File: config.mk
export PLATFORM = sky130hd
export DESIGN_NAME = seg7_sum_mux_display
export DESIGN_NICKNAME = d
export VERILOG_FILES = /design/src/rtl/seg7_sum_mux_display.sv
export SDC_FILE = /design/constraint.sdc
export NUM_CORES = 1
export LEC_CHECK = 0
export BUFFER_PORTS_ARGS = -buffer_cell sky130_fd_sc_hd__buf_4
export CORE_MARGIN = 1
export CORE_UTILIZATION = 50
export DETAILED_ROUTE_END_ITERATION = 8
export GPL_TIMING_DRIVEN = 0
export PLACE_DENSITY = 0.68
export SLEW_MARGIN = 20
export SYNTH_ARGS = -nofsm -noshare
export SYNTH_HDL_FRONTEND = slang
export SYNTH_SLANG_ARGS = --single-unit
File: constraint.sdc
create_clock -name clk -period 2.69 [get_ports clk]
set_input_delay 0.269 -clock clk [delete_from_list [all_inputs] [get_ports clk]]
set_output_delay 0.269 -clock clk [all_outputs]
set_load 0.02 [all_outputs]
File: src/rtl/seg7_sum_mux_display.sv
// seg7_sum_mux_display: sums two operands, converts them to BCD by sequential double-dabble, and scans a common-anode 7-seg display.
// Optional LEADING_ZERO_BLANK_EN blanks the zero digits above the most significant nonzero digit.
module seg7_sum_mux_display #(
    parameter int WIDTH       = 8,
    parameter int DIGITS      = 4,
    parameter int REFRESH_DIV = 50000
) (
    input  logic              clk,
    input  logic              rst_n,
    input  logic [WIDTH-1:0]  in_1,
    input  logic [WIDTH-1:0]  in_2,
    input  logic              load,
    output logic              busy,
    output logic              ovf,
    output logic [DIGITS-1:0] an,
    output logic [6:0]        display_1,
    output logic              dp
);
    localparam int SW  = WIDTH + 1;
    localparam int NIB = (SW * 302 + 999) / 1000;
    localparam int NB  = NIB > DIGITS ? NIB : DIGITS;
    localparam int BB  = NB * 4;
    localparam int NW  = $clog2(SW + 1);
    localparam int CW  = REFRESH_DIV > 1 ? $clog2(REFRESH_DIV) : 1;
    localparam int IW  = DIGITS > 1 ? $clog2(DIGITS) : 1;
    typedef enum logic {IDLE, CONV} state_t;
    state_t              st_q, st_d;
    logic [BB+SW-1:0]    sr_q, sr_d, adj;
    logic [NW-1:0]       n_q, n_d;
    logic [DIGITS*4-1:0] val_q, val_d;
    logic                ovf_q, ovf_d;
    logic [CW-1:0]       cnt_q, cnt_d;
    logic [IW-1:0]       idx_q, idx_d;
    logic [DIGITS-1:0]   an_q, an_d;
    logic [6:0]          seg_q, seg_d;
    logic [3:0]          dig;
    logic                blank, wrap;

    function automatic logic [6:0] enc(input logic [3:0] v);
        case (v)
            4'd0: enc = 7'b1000000;
            4'd1: enc = 7'b1111001;
            4'd2: enc = 7'b0100100;
            4'd3: enc = 7'b0110000;
            4'd4: enc = 7'b0011001;
            4'd5: enc = 7'b0010010;
            4'd6: enc = 7'b0000010;
            4'd7: enc = 7'b1111000;
            4'd8: enc = 7'b0000000;
            4'd9: enc = 7'b0010000;
            default: enc = 7'h7F;
        endcase
    endfunction

    always_comb begin
        adj = sr_q;
        for (int k = 0; k < NB; k++)
            if (sr_q[SW+4*k +: 4] >= 4'd5) adj[SW+4*k +: 4] = sr_q[SW+4*k +: 4] + 4'd3;
        st_d  = st_q;
        sr_d  = sr_q;
        n_d   = n_q;
        val_d = val_q;
        ovf_d = ovf_q;
        if (st_q == IDLE) begin
            if (load) begin
                st_d = CONV;
                sr_d = {{BB{1'b0}}, {1'b0, in_1} + {1'b0, in_2}};
                n_d  = NW'(SW);
            end
        end else begin
            sr_d = adj << 1;
            n_d  = n_q - 1'b1;
            // Display value is only replaced once the whole conversion is done
            if (n_q == NW'(1)) begin
                st_d  = IDLE;
                val_d = sr_d[SW +: DIGITS*4];
                ovf_d = |(sr_d >> (SW + DIGITS*4));
            end
        end
    end

    always_comb begin
        wrap  = cnt_q == CW'(REFRESH_DIV - 1);
        cnt_d = wrap ? '0 : cnt_q + 1'b1;
        idx_d = wrap ? (idx_q == IW'(DIGITS - 1) ? '0 : idx_q + 1'b1) : idx_q;
        dig   = val_q[4*idx_q +: 4];
`ifdef LEADING_ZERO_BLANK_EN
        blank = idx_q != '0 && !ovf_q && (val_q >> (4*idx_q)) == '0;
`else
        blank = 1'b0;
`endif
        an_d  = wrap ? ~(DIGITS'(1) << idx_q) : an_q;
        seg_d = wrap ? (ovf_q ? 7'b0111111 : blank ? 7'h7F : enc(dig)) : seg_q;
    end

    always_ff @(posedge clk or negedge rst_n) begin
        if (!rst_n) begin
            st_q  <= IDLE;
            sr_q  <= '0;
            n_q   <= '0;
            val_q <= '0;
            ovf_q <= 1'b0;
            cnt_q <= '0;
            idx_q <= '0;
            an_q  <= '1;
            seg_q <= 7'h7F;
        end else begin
            st_q  <= st_d;
            sr_q  <= sr_d;
            n_q   <= n_d;
            val_q <= val_d;
            ovf_q <= ovf_d;
            cnt_q <= cnt_d;
            idx_q <= idx_d;
            an_q  <= an_d;
            seg_q <= seg_d;
        end
    end

    assign busy      = st_q == CONV;
    assign ovf       = ovf_q;
    assign an        = an_q;
    assign display_1 = seg_q;
    assign dp        = 1'b1;
endmodule

==> impl_metrics.py, run 1 <==
metrics = {
    "placed_design": {
        "place_hpwl_mm": 5.598,
        "placed_area_um2": 4436,
        "pre_cts_slack_ns": 0.5494,
        "place.gp.congestion": 0.7982,
        "place_inst": 555,
        "portBuffers": 29,
    },
    "worst_setup_path": {
        "critPathArrivalTime_ns": 2.45,
        "crit_family": "multiplexers",
        "cp_slowest_stage_delay_ns": 0.62,
        "crit_fanout": 7,
        "cp-end-kind": "flop",
        "crit_buf_inv": 2,
        "required_ns": 2.96,
        "cp_slowest_cell": "mux4_1",
        "crit_chain": "buf_6 > mux4_1 > inv_1 > ha_1 > or2b_1 > a21oi_1 > nor3_1 > nor2_1",
        "worst_setup_path_start_kind": "flop",
        "crit_type": "flop to flop",
    },
    "clock_tree": {
        "cts_tree": "built",
        "cts_buffers": 9,
        "cts_max_path_buffers": 2,
        "clockRootBuffer": "clkbuf_8",
        "cts-hold-fix-buffers": 0,
        "cts_max_level": 3,
        "clk-insertion-delay-late_ns": 0.34,
        "cts.clk_slew.worst_paths_ns": 0.09,
        "cts_resized": 0,
        "clkSinkCount": 75,
        "post_cts_buffers": 0,
    },
    "timing": {
        "layout_setup_ws_ns": 0.5125,
        "period_share": 0.8095,
        "fin_crit_ns": 2.177,
        "tightest_slew_ns": 0.9356,
        "rsz0062_at_grt": "no",
        "slew_headroom": 0.3763,
        "tns_ns": 0,
        "skew_ns": 0.01026,
        "hold_slack_ns": 0.03873,
        "fmax_mhz": 459.2,
        "finalSetupViolCount": 0,
        "hold_viol": 0,
        "drv_slew": 0,
    },
    "route": {
        "totalWireLength_mm": 8.125,
        "dr.pass1.iters": 5,
        "ant_nets": 0,
        "drt_iter0_markers": 116,
        "vias": 3073,
        "avgViaCountPerCell": 5.382,
        "wire_per_inst_um": 14.23,
        "drc": 0,
    },
    "finish": {
        "fin_cells": 571,
        "area_growth_pct": 14.35,
        "drive_gt1_frac": 0.1471,
        "nets": 512,
        "diodes": 0,
        "design_area_um2": 4677,
        "final_util": 0.5990,
    },
    "logic_synthesis": {
        "synth.area.top_cells": "dfrtp_1, ha_1, dfstp_2",
        "yosysTopAreaCellShare": 0.3916,
        "synth_cell_types": 45,
        "synth_top_cells_by_count": "nand2_1, dfrtp_1, nor2_1",
        "yosysSeqAreaShare": 0.4622,
        "avgSynthCellArea_um2": 9.647,
        "ys_warn_count": 0,
        "synth_area_leader_cell": "dfrtp_1",
        "synth_edf_count": 0,
        "synth_area_um2": 4090,
        "ys_ff_latch": 75,
        "synth_nets": 472,
        "synth_ff_type": "dfrtp_1",
        "syn_inst": 424,
        "async_flop_share": 1.000,
        "synth.most_common_cell": "nand2_1",
    },
    "global_route": {
        "grt_pass1_vias": 3011,
        "antenna_found_initial": 0,
        "grt_usage": 0.2080,
        "grt_pass1_wl_mm": 14.04,
        "grt_max_degree": 76,
        "grt_overflow_total": 0,
    },
    "power": {
        "switching_share": 0.3670,
        "intPower_mw": 2.765,
        "pwr-share-comb": 0.381,
        "pwr-share-clk": 0.238,
        "p_switching_mw": 1.604,
        "leakagePower_nw": 2.156,
        "ir_worst_vdd_v": 0.0005943,
        "powerDensity_nw_per_um2": 934.2,
        "total_power_mw": 4.369,
        "seqPwrFrac": 0.381,
    },
    "floorplanning": {
        "ios": 33,
        "initial_core_util": 0.5239,
        "dieArea_um2": 8546,
        "rows": 32,
        "core_area_um2": 7807,
        "dieWidth_um": 92.45,
        "fp.dieH_um": 92.45,
    },
    "run_status": {
        "status": "completed",
    },
    "flow_run": {
        "maxCapViolCount": 0,
    },
    "hold_path": {
        "hp-class": "input port to asynchronous set/reset pin",
    },
}
final cells by class:
class | count | area (um^2)
buffer | 20 | 98.84
clock buffer | 10 | 127.6
clock inverter | 6 | 113.9
fill | 660 | 3131
inverter | 17 | 63.81
multi-input combinational | 312 | 2037
sequential | 75 | 1891
tap | 102 | 127.6
timing repair buffer | 29 | 217.7
cells by family (layout without fill, tap and decap cells):
group,count (synthesis),in the layout,share of synthesized area
adders and majority gates,29,29,0.09055
DFF,75,75,0.4622
muxes,18,18,0.05843
buffers and inverters,37,82,0.03976
and+or+nand+nor,152,152,0.1704
AOI/OAI and AO/OA,87,87,0.1254
xor gates and xnor gates,24,24,0.05139
other,2,2,0.001836
sequential cells by signal, indices dropped and copies added, names as in the netlist:
name	cells
n_q	4
val_q	16
idx_q	2
sr_q	25
cnt_q	16
an	4
display_1	7
busy	1
cells in the final DEF, fill, tap and decap left out, types with 2 or more instances in the layout:
| cell type | n |
|---|---|
| a211o_1 | 2 |
| a211oi_1 | 4 |
| a21o_1 | 6 |
| a21oi_1 | 25 |
| and3_1 | 3 |
| buf_1 | 4 |
| buf_4 | 31 |
| buf_6 | 2 |
| bufinv_16 | 3 |
| clkbuf_1 | 12 |
| clkbuf_8 | 9 |
| clkinvlp_4 | 2 |
| conb_1 | 2 |
| dfrtp_1 | 64 |
| dfstp_2 | 11 |
| ha_1 | 28 |
| inv_1 | 17 |
| mux2_2 | 4 |
| mux2i_1 | 10 |
| mux4_2 | 3 |
| nand2_1 | 68 |
| nand2b_1 | 5 |
| nand3_1 | 13 |
| nand4_1 | 2 |
| nor2_1 | 31 |
| nor3_1 | 11 |
| nor3b_1 | 11 |
| o211ai_1 | 2 |
| o21ai_0 | 28 |
| o21ai_1 | 2 |
| o21bai_1 | 2 |
| o22ai_1 | 9 |
| o31ai_1 | 5 |
| xnor2_1 | 14 |
| xor2_1 | 10 |
power by group through the flow:
stage                     clock (mW)  sequential, mW  combinational (mW)
final                           1.04            1.66                1.67
after global routing            1.12            1.70                1.89
after CTS                       1.07            1.66                1.68
after detailed placement           0            1.67                1.66
after global placement             0            1.67                1.61
after floorplan                    0            1.62                1.28
final timing paths:
check                                   from           end  slack (ns)  cells after the start
worst min-delay path                   rst_n      cnt_q[5]        0.04                      1
worst max register to register      idx_q[0]  display_1[3]        0.51                      8
min in group clk                     in_2[0]       sr_q[0]        0.29                      4
max in group asynchronous              rst_n        n_q[2]        2.02                      1
worst max-delay path                idx_q[0]  display_1[3]        0.51                      8
worst min register to register  display_1[6]  display_1[6]        0.45                      2
metal layers:
metal / vias up / wire length, um / GRT usage
met5: - / 0 / 0
met4: 0 / 87 / 0.07552
met3: 7 / 296 / 0.03202
met2: 48 / 3843 / 0.3364
met1: 1486 / 3897 / 0.2836
li1: 1532 / - / -
(Power assumes the default switching activity.)
==> run 2: changes to the inputs <==
clock period = 2.1 ns   (was 2.69 ns; I/O delays follow)
==> impl_metrics.py, run 2 (synthesized netlist as in run 1, its figures left out) <==
metrics = {
    "worst_setup_path": {
        "crit_fanout": 7,
        "critPathArrivalTime_ns": 2.29,
        "required_ns": 2.37,
        "crit_type": "flop to flop",
        "r2r_cells": 8,
        "crit_start": "idx_q[0]",
        "endpoint": "display_1[3]",
        "cp-end-kind": "flop",
        "rrSetupSlack_ns": 0.08,
        "worst_setup_path_start_kind": "flop",
        "r2r-end": "display_1[3]",
        "r2r-start": "idx_q[0]",
    },
    "placed_design": {
        "place.gp.congestion": 0.7982,
        "pre_cts_slack_ns": -0.02289,
        "place_inst": 555,
        "portBuffers": 29,
        "place_hpwl_mm": 5.598,
    },
    "finish": {
        "area_growth_pct": 14.65,
        "fin_cells": 573,
        "reg_top3": "sr_q x25, cnt_q x16, val_q x16",
        "regMostFlops": "sr_q",
        "final_util": 0.6006,
        "most-common-layout-cells": "nand2_1, dfrtp_1, buf_4",
        "drive_gt1_frac": 0.1592,
        "mostFrequentLayoutCell": "nand2_1",
        "diodes": 0,
        "largest_reg_flops": 25,
        "nets": 514,
        "nFillCells": 662,
    },
    "run_status": {
        "violations": "hold timing",
        "status": "finished, violations left",
    },
    "timing": {
        "fmax_mhz": 495.2,
        "finalSetupViolCount": 0,
        "tns_ns": 0,
        "hold_slack_ns": -0.02696,
        "drv_slew": 0,
        "rsz0062_at_grt": "yes",
        "layout_setup_ws_ns": 0.08055,
        "tightest_slew_ns": 0.9392,
        "skew_ns": 0.008961,
        "fin_crit_ns": 2.019,
        "hold_viol": 8,
        "slew_headroom": 0.3739,
        "period_share": 0.9616,
    },
    "clock_tree": {
        "clk-insertion-delay-late_ns": 0.34,
        "cts.clk_slew.worst_paths_ns": 0.08,
        "cts_tree": "built",
        "clkSinkCount": 75,
        "cts-hold-fix-buffers": 0,
        "cts_max_level": 3,
        "cts_max_path_buffers": 2,
        "clockRootBuffer": "clkbuf_8",
        "cts_buffers": 9,
    },
    "route": {
        "totalWireLength_mm": 8.188,
        "wire_per_inst_um": 14.29,
        "avgViaCountPerCell": 5.391,
        "drc": 0,
        "dr.pass1.iters": 4,
        "drt_iter0_markers": 140,
        "ant_nets": 0,
        "vias": 3089,
    },
    "floorplanning": {
        "dieArea_um2": 8546,
        "fp.dieH_um": 92.45,
        "dieWidth_um": 92.45,
        "core_area_um2": 7807,
        "ios": 33,
        "initial_core_util": 0.5239,
        "rows": 32,
    },
    "power": {
        "ir_worst_vdd_v": 0.0007613,
        "powerDensity_nw_per_um2": 1198,
        "leakagePower_nw": 2.164,
    },
    "global_route": {
        "grt_usage": 0.2086,
        "grt_pass1_vias": 3024,
        "grt_pass1_wl_mm": 14.08,
        "antenna_found_initial": 0,
        "grt_max_degree": 76,
        "grt_overflow_total": 0,
    },
    "hold_path": {
        "hp-class": "input port to asynchronous set/reset pin",
    },
    "flow_run": {
        "maxCapViolCount": 0,
    },
}
## run 2: cell types whose count changed in the layout (fill, tap and decap cells not counted), sizes merged
cell	previous run	this run
buf	38	40
## run 2: area by class of cell
class                      instances  area (um^2)  area share
multi-input combinational        312         2033      0.4336
buffer                            20        100.1     0.02134
clock buffer                      10        127.6     0.02721
tap                              102        127.6     0.02721
timing repair buffer              31        232.7     0.04963
clock inverter                     6        113.9     0.02428
inverter                          17        63.81     0.01361
sequential                        75         1891      0.4031
## run 2: worst max-delay path: stages (launching register included)
cell	delay (ns)
dfrtp_1	0.37
buf_6	0.15
mux4_2	0.55
inv_2	0.10
ha_1	0.24
or2b_1	0.23
a21oi_1	0.14
nor3_1	0.06
nor2_1	0.10
## run 2: how the worst min path moves through the flow
| stage | startpoint | to | slack [ns] |
|---|---|---|---|
| floorplan | rst_n | busy | -0.09 |
| global placement | rst_n | cnt_q[4] | 0.41 |
| detailed placement | rst_n | cnt_q[4] | 0.42 |
| CTS | rst_n | cnt_q[4] | 0.03 |
| global route | rst_n | cnt_q[5] | 0.07 |
| finish | rst_n | cnt_q[4] | -0.03 |
## run 2: what timing repair did
| item | 4_1_cts | 5_1_grt |
|---|---|---|
| endpoints found under the setup margin | 1 | 11 |
| buffers inserted | 2 | 0 |
| resized for setup | 1 | 4 |
| hold endpoints to repair | 0 | 0 |
## run 2: metal layers
layer	vias to the layer above	share of wire	global-route usage
met2	36	0.48	0.3377
met1	1514	0.49	0.2841
met3	4	0.032	0.03202
li1	1535	-	-
met5	-	0	0
met4	0	0.0066	0.07552
## run 2: stage by stage
step | instance area (um^2) | power [mW]
floorplan | 4090 | 3.715
global placement | 4436 | 4.197
detailed placement | 4436 | 4.267
CTS | 4688 | 5.657
global route | 4690 | 6.055
finish | 4690 | 5.616
## run 2: power by group
group          internal (mW)  total [mW]  switching (mW)
Combinational          0.921        2.15            1.23
Clock                  0.792        1.34           0.543
Sequential              1.84        2.13           0.292
==> run 3: changes to the inputs <==
CTS_BUF_LIST = sky130_fd_sc_hd__clkbuf_16   (was unset)
SETUP_SLACK_MARGIN = 0.15   (was unset)
==> impl_metrics.py, run 3 (synthesized netlist as in run 1, its figures left out) <==
metrics = {
    "finish": {
        "regMostFlops": "sr_q",
        "mostFrequentLayoutCell": "nand2_1",
        "reg_top3": "sr_q x25, cnt_q x16, val_q x16",
        "nets": 519,
        "final_util": 0.6167,
        "drive_gt1_frac": 0.1786,
        "largest_reg_flops": 25,
        "area_growth_pct": 17.71,
        "diodes": 0,
        "most-common-layout-cells": "nand2_1, dfrtp_1, buf_4",
    },
    "floorplanning": {
        "initial_core_util": 0.5239,
        "dieWidth_um": 92.45,
        "fp.dieH_um": 92.45,
        "rows": 32,
        "core_area_um2": 7807,
        "dieArea_um2": 8546,
        "ios": 33,
    },
    "power": {
        "seqPwrFrac": 0.363,
        "ir_worst_vdd_v": 0.0007560,
        "total_power_mw": 5.916,
        "pwr-share-comb": 0.376,
        "pwr-share-clk": 0.261,
        "intPower_mw": 3.729,
        "leakagePower_nw": 2.226,
        "switching_share": 0.3696,
        "p_switching_mw": 2.186,
        "powerDensity_nw_per_um2": 1229,
    },
    "timing": {
        "fmax_mhz": 516.5,
        "drv_slew": 0,
        "skew_ns": 0.006410,
        "hold_slack_ns": -0.001265,
        "rsz0062_at_grt": "yes",
        "period_share": 0.9219,
        "slew_headroom": 0.3753,
        "fin_crit_ns": 1.936,
        "finalSetupViolCount": 0,
        "tightest_slew_ns": 0.9370,
        "hold_viol": 1,
        "tns_ns": 0,
    },
    "clock_tree": {
        "cts_buffers": 9,
        "clk-insertion-delay-late_ns": 0.33,
        "cts_max_level": 3,
        "cts.clk_slew.worst_paths_ns": 0.06,
        "cts_tree": "built",
        "clkSinkCount": 75,
        "cts_max_path_buffers": 2,
        "clockRootBuffer": "clkbuf_16",
    },
    "global_route": {
        "grt_overflow_total": 0,
        "grt_use_met1": 0.2929,
        "grt_max_degree": 76,
        "grt_pass1_vias": 2964,
        "grt_pass1_wl_mm": 14.08,
        "antenna_found_initial": 0,
        "grt_usage": 0.2095,
        "gr-usage-met2": 0.3259,
        "grt_busiest_layer": "met2",
        "use_met3": 0.03695,
    },
    "route": {
        "avgViaCountPerCell": 5.327,
        "drt_iter0_markers": 141,
        "wire_per_inst_um": 14.30,
        "ant_nets": 0,
        "dr.pass1.iters": 4,
        "vias": 3079,
        "totalWireLength_mm": 8.265,
        "drc": 0,
    },
    "worst_setup_path": {
        "critPathArrivalTime_ns": 2.20,
        "crit_fanout": 6,
        "crit_type": "flop to flop",
        "r2r-start": "idx_q[0]",
        "required_ns": 2.36,
        "cp-end-kind": "flop",
        "worst_setup_path_start_kind": "flop",
        "r2r_cells": 8,
        "crit_start": "idx_q[0]",
    },
    "run_status": {
        "status": "finished, violations left",
        "violations": "hold timing",
    },
    "placed_design": {
        "place.gp.congestion": 0.7926,
        "portBuffers": 29,
        "place_hpwl_mm": 5.722,
    },
    "hold_path": {
        "hp-class": "input port to asynchronous set/reset pin",
    },
    "flow_run": {
        "maxCapViolCount": 0,
    },
}
run 3: cell count changes in the layout (fill, tap and decap cells not counted), moves of 2 or more:
cell	previous run	this run
clkbuf_1	11	9
nand3_2	0	2
clkinv_4	1	3
clkbuf_8	9	0
buf_4	33	38
clkbuf_16	0	9
nand3_1	13	11
bufinv_16	3	1
run 3: critical path, stage by stage (launching register included):
cell and delay (ns):
dfrtp_1 0.37, buf_6 0.14, mux4_2 0.52, inv_2 0.12
ha_4 0.21, or2b_1 0.22, a21oi_2 0.13, nor3_1 0.05
nor2_1 0.11
run 3: routing by layer:
metal,share of wire,vias up
met4,0.015,0
met1,0.48,1480
met3,0.032,10
met5,0,-
li1,-,1549
met2,0.47,40
run 3: timing repair:
action	CTS	global route
resized for setup	1	6
hold buffers	0	0
buffers inserted	3	4
pin swaps	0	1
setup endpoints to repair	11	27
run 3: area by class of cell:
type	count	area [um^2]
clock inverters	7	76.32
flip-flops and latches	75	1891
well taps	102	127.6
plain buffers	20	101.3
multi-input cells	312	2059
fillers	649	2993
repair buffers	36	270.3
clock buffers	9	225.2
inverters	17	63.81
run 3: final timing paths:
check | end | slack [ns]
max | display_1[3] | 0.16
min | cnt_q[5] | -0.001
max reg2reg | display_1[3] | 0.16
min reg2reg | display_1[6] | 0.46
max in group asynchronous | cnt_q[3] | 1.47
min in group clk | sr_q[0] | 0.24
run 3: power by group through the flow:
stage,logic (mW),registers [mW],clock network (mW)
2_1_floorplan,1.64,2.08,0
3_3_place_gp,2.06,2.14,0
3_5_place_dp,2.13,2.16,0
4_1_cts,2.18,2.14,1.57
5_1_grt,2.52,2.20,1.63
6_report,2.23,2.15,1.54
run 3: stage by stage:
step	instances	area, um^2	worst slack, ns
after floorplan	424	4086	0.1647
after global placement	555	4432	0.06401
after detailed placement	555	4432	0.02908
after CTS	574	4757	0.1274
after global routing	578	4815	0.05389
final	578	4815	0.1640
